[src/rtl/db_arbiter.sv]
// Round-robin arbiter sharing the single db_* slave between two masters,
// routing read data to the owner and aborting unacknowledged transactions.
module db_arbiter #(
    parameter int TIMEOUT = 1024,
    parameter int CNT_W   = 11
) (
    input  logic        clk,
    input  logic        res,
    input  logic        m0_re,
    input  logic        m0_we,
    input  logic        m0_io,
    input  logic [31:0] m0_addr,
    input  logic [31:0] m0_dataOut,
    output logic        m0_ready,
    output logic        m0_rvalid,
    output logic        m0_err,
    output logic [31:0] m0_dataIn,
    input  logic        m1_re,
    input  logic        m1_we,
    input  logic        m1_io,
    input  logic [31:0] m1_addr,
    input  logic [31:0] m1_dataOut,
    output logic        m1_ready,
    output logic        m1_rvalid,
    output logic        m1_err,
    output logic [31:0] m1_dataIn,
    output logic        db_re,
    output logic        db_we,
    output logic        db_io,
    output logic [31:0] db_addr,
    output logic [31:0] db_dataOut,
    input  logic [31:0] db_dataIn,
    input  logic        db_ready
);

    localparam logic [1:0] IDLE  = 2'd0;
    localparam logic [1:0] GNT0  = 2'd1;
    localparam logic [1:0] GNT1  = 2'd2;
    localparam logic [1:0] RDATA = 2'd3;

    localparam logic [CNT_W-1:0] CNT_LAST = CNT_W'(TIMEOUT - 1);

    logic [1:0]       state;
    logic             last;
    logic             owner;
    logic [CNT_W-1:0] cnt;
    logic             err0_q;
    logic             err1_q;

    logic req0;
    logic req1;
    logic gnt_sel;
    logic sel_we;

    assign req0    = m0_re | m0_we;
    assign req1    = m1_re | m1_we;
    assign gnt_sel = (state == GNT1);
    assign sel_we  = gnt_sel ? m1_we : m0_we;

    // On a tie the master that did not finish last wins; db_ready beats the timeout.
    always_ff @(posedge clk) begin
        if (res) begin
            state  <= IDLE;
            last   <= 1'b1;
            owner  <= 1'b0;
            cnt    <= '0;
            err0_q <= 1'b0;
            err1_q <= 1'b0;
        end else begin
            err0_q <= 1'b0;
            err1_q <= 1'b0;
            case (state)
                IDLE: begin
                    cnt <= '0;
                    if (req0 && (!req1 || last)) begin
                        state <= GNT0;
                    end else if (req1) begin
                        state <= GNT1;
                    end
                end
                GNT0, GNT1: begin
                    if (db_ready) begin
                        last  <= gnt_sel;
                        owner <= gnt_sel;
                        state <= sel_we ? IDLE : RDATA;
                    end else if (cnt == CNT_LAST) begin
                        last   <= gnt_sel;
                        err0_q <= !gnt_sel;
                        err1_q <= gnt_sel;
                        state  <= IDLE;
                    end else begin
                        cnt <= cnt + 1'b1;
                    end
                end
                default: begin
                    state <= IDLE;
                end
            endcase
        end
    end

    always_comb begin
        db_re      = 1'b0;
        db_we      = 1'b0;
        db_io      = 1'b0;
        db_addr    = '0;
        db_dataOut = '0;
        if (state == GNT0) begin
            db_re      = m0_re;
            db_we      = m0_we;
            db_io      = m0_io;
            db_addr    = m0_addr;
            db_dataOut = m0_dataOut;
        end else if (state == GNT1) begin
            db_re      = m1_re;
            db_we      = m1_we;
            db_io      = m1_io;
            db_addr    = m1_addr;
            db_dataOut = m1_dataOut;
        end
    end

    assign m0_ready  = (state == GNT0) && db_ready;
    assign m1_ready  = (state == GNT1) && db_ready;
    assign m0_rvalid = (state == RDATA) && !owner;
    assign m1_rvalid = (state == RDATA) && owner;
    assign m0_err    = err0_q;
    assign m1_err    = err1_q;
    assign m0_dataIn = db_dataIn;
    assign m1_dataIn = db_dataIn;

endmodule

[config.mk]
export PLATFORM = sky130hd
export DESIGN_NAME = db_arbiter
export DESIGN_NICKNAME = d
export VERILOG_FILES = /design/src/rtl/db_arbiter.sv
export SDC_FILE = /design/constraint.sdc
export NUM_CORES = 1
export LEC_CHECK = 0
export CORE_AREA = 5 5 114 116
export CTS_CLUSTER_SIZE = 28
export DETAILED_ROUTE_END_ITERATION = 12
export DIE_AREA = 0 0 119 121
export HOLD_SLACK_MARGIN = 0.06
export PLACE_DENSITY = 0.63
export SLEW_MARGIN = 20
export SYNTH_ARGS = -nofsm -noshare
export SYNTH_HDL_FRONTEND = slang
export SYNTH_SLANG_ARGS = --single-unit
[constraint.sdc]
create_clock -name clk -period 4.2 [get_ports clk]
set_input_delay 0.84 -clock clk [delete_from_list [all_inputs] [get_ports clk]]
set_output_delay 0.84 -clock clk [all_outputs]
set_load 0.02 [all_outputs]
==> impl_metrics.py <==
metrics = {
    "outcome": {
        "status": "completed",
    },
    "yosys": {
        "seq_area_frac_synth": 0.154,
        "async_flop_share": 0,
        "synthFlopType": "dfxtp_1",
        "synth.largest_area_cell": "a22o_1",
        "synth_cell_types": 45,
        "syn_inst": 273,
        "synth.avg_cell_area_um2": 8.08,
        "yosys.area.top_type_share": 0.254,
        "yosysWarnings": 0,
        "synthTopCellsByArea": "a22o_1 25%, buf_4 22%, dfxtp_1 15%",
        "syn-num-nets": 448,
        "synth_seq_cells": 17,
        "synth_edf_count": 0,
        "netlist_area_um2": 2210,
    },
    "global_routing": {
        "grt_pass1_vias": 2557,
        "grt_first_pass_wirelength_mm": 17.9,
        "antenna_found_initial": 13,
        "grt.total_usage": 0.168,
        "grt_overflow_total": 0,
        "grt_max_degree": 72,
    },
    "drt": {
        "route.met3.wl_mm": 2.92,
        "wl_met2_mm": 5.37,
        "met1_length_mm": 4.73,
        "drt-total-wl_mm": 13.5,
        "dr.pass1.iters": 4,
        "route.detailed.drc": 0,
        "vias_per_cell": 4.73,
        "wire_per_inst_um": 24.5,
        "drt_iter0_drc": 120,
        "maxUsedRoutingLayer": "met5",
        "ant_nets": 0,
        "route.vias.total": 2604,
    },
    "sta": {
        "final_hold_viol_count": 0,
        "fin_setup_tns_ns": 0,
        "fmax_mhz": 282,
        "period_share": 0.845,
        "relSlewSlack": 0.501,
        "whs_ns": 0.489,
        "fin_skew_ns": 0.00317,
        "worst_slack_ns": 0.650,
        "setup_viol": 0,
        "rsz0062_at_grt": "no",
        "fin_crit_ns": 3.55,
        "worst_pin_slew_ns": 0.746,
        "finalMaxSlewViolations": 0,
    },
    "cts": {
        "cts-root-buf": "clkbuf_16",
        "cts_sinks": 17,
        "clkTransAtPathRegs_ns": 0.05,
        "cts_tree": "built",
        "worstSkewPairLatency_ns": 0.25,
        "holdBufCountCts": 0,
        "clockBufferDepth": 2,
        "post_cts_buffers": 0,
        "cts_buffers": 3,
        "cts_resized": 0,
        "h-tree-depth": 1,
    },
    "worst_hold_path": {
        "hp-class": "reg2reg",
        "min-delay-start": "owner",
        "holdPathStages": 2,
        "hold_path_end": "owner",
    },
    "worst_setup_path": {
        "worstPathArrival_ns": 2.71,
        "reg2reg_setup_slack_ns": 1.94,
        "reg2reg_from": "state[0]",
        "endpoint_kind": "output pin",
        "crit_required_ns": 3.36,
        "path_class": "reg2out",
        "r2r-end": "cnt[3]",
        "cp_max_fo": 64,
        "cp_slowest_cell": "clkdlybuf4s50_1",
        "path_cells": "inv_1 > ha_1 > nor2b_4 > buf_4 > a22o_1 > clkdlybuf4s50_1",
        "cpPeakStageDelay_ns": 0.63,
        "reg2reg_depth": 6,
        "cp-start-kind": "flip-flop",
    },
    "pwr": {
        "switching_share": 0.458,
        "pwr-share-clk": 0.096,
        "pwr-share-seq": 0.095,
        "leakage_nw": 1.41,
        "pwr-share-comb": 0.810,
        "ir_drop_uv": 289,
        "p_int_mw": 1.13,
        "powerDensity_nw_per_um2": 518,
        "p_switching_mw": 0.950,
    },
    "flow_run": {
        "max_cap_viol_count": 0,
    },
    "placement": {
        "hpwl_mm": 11.6,
        "port_buffers": 209,
        "place_ws_ns": 0.976,
        "gp_congestion": 0.916,
        "placed_area_um2": 3920,
    },
    "layout": {
        "nets": 578,
        "drive_above_1_share": 0.0373,
        "post-route-cell-area_um2": 4010,
        "area_delta_synth_final_pct": 81.6,
    },
    "floorplanning": {
        "ios": 306,
        "start_util": 0.187,
        "die_w_um": 119,
        "die_area_um2": 14400,
        "rows": 40,
        "core_region_area_um2": 11800,
        "die_h_um": 121,
    },
}
registers in the layout, indices dropped and copies added (netlist names):
name,count
state,2
last,1
cnt,11
m1_err,1
owner,1
m0_err,1
placed cells by master, fill, tap and decap left out, types with 4 or more instances in the layout:
master,count
clkdlybuf4s50_1,209
a22o_1,64
dfxtp_1,17
nand2_1,14
nor2_1,8
nand2b_1,6
a21oi_1,6
o21ai_0,5
nand3_1,5
nand3b_1,5
ha_1,5
inv_1,4
and2_1,4
nor2b_1,4
mux2i_1,4
critical path, delay by kind of cell (launching register included):
kind,cells,cell delay [ns]
buffers and inverters,3,1.26
flip-flops,1,0.35
adder cells (fa/ha/maj),1,0.34
AO/OA/AOI/OAI,1,0.26
AND/OR/NAND/NOR,1,0.20
final cells by class:
| class | instances | area (um^2) |
|---|---|---|
| Clock buffer | 3 | 75.1 |
| Fill cell | 1248 | 7810 |
| Timing Repair Buffer | 211 | 2110 |
| Tap cell | 147 | 184 |
| Sequential cell | 17 | 340 |
| Inverter | 4 | 15.0 |
| Multi-Input combinational cell | 166 | 1280 |
| Clock inverter | 1 | 5.00 |
| Antenna cell | 1 | 2.50 |
synthesized netlist by cell type, drive strengths merged (6+ instances only):
| master | count |
|---|---|
| buf | 75 |
| a22o | 64 |
| dfxtp | 17 |
| nand2 | 14 |
| clkbuf | 11 |
| nor2 | 8 |
| a21oi | 7 |
| ha | 6 |
| nand2b | 6 |
| o21ai | 6 |
logic make-up after synthesis:
family,after synthesis,share of synthesized area
mux,5,0.0233
buf+inv,90,0.272
flops,17,0.154
fa+ha+maj,6,0.0340
simple gates,61,0.153
compound gates,94,0.364
power by group through the flow:
stage | clock [mW] | combinational [mW] | sequential [mW]
finish | 0.198 | 1.68 | 0.197
global route | 0.206 | 1.78 | 0.200
CTS | 0.200 | 1.69 | 0.197
detailed placement | 0 | 1.69 | 0.201
global placement | 0 | 1.67 | 0.198
floorplan | 0 | 1.01 | 0.195
through the flow:
step / util / std cells / power (mW)
floorplan: - / 273 / 1.21
global placement: 0.332 / 545 / 1.86
detailed placement: 0.332 / 545 / 1.89
CTS: 0.339 / 549 / 2.08
global route: 0.339 / 550 / 2.18
finish: 0.339 / 550 / 2.07
routing by layer:
| layer | up-vias | GRT usage |
|---|---|---|
| met3 | 61 | 0.181 |
| met2 | 145 | 0.223 |
| met1 | 1165 | 0.180 |
| li1 | 1209 | - |
| met4 | 24 | 0.0391 |
| met5 | - | 0 |
how the worst max path moves through the flow:
stage | slack, ns | start | cells past startpoint | endpoint
after floorplan | 1.76 | state[1] | 7 | db_addr[0]
after global placement | 0.98 | state[0] | 6 | db_addr[8]
after detailed placement | 0.98 | state[0] | 6 | db_addr[29]
after CTS | 0.68 | state[0] | 6 | db_addr[8]
after global routing | 0.50 | state[0] | 6 | db_addr[29]
final | 0.65 | state[0] | 6 | db_addr[8]
No activity file was read; power rests on OpenSTA's default activity.
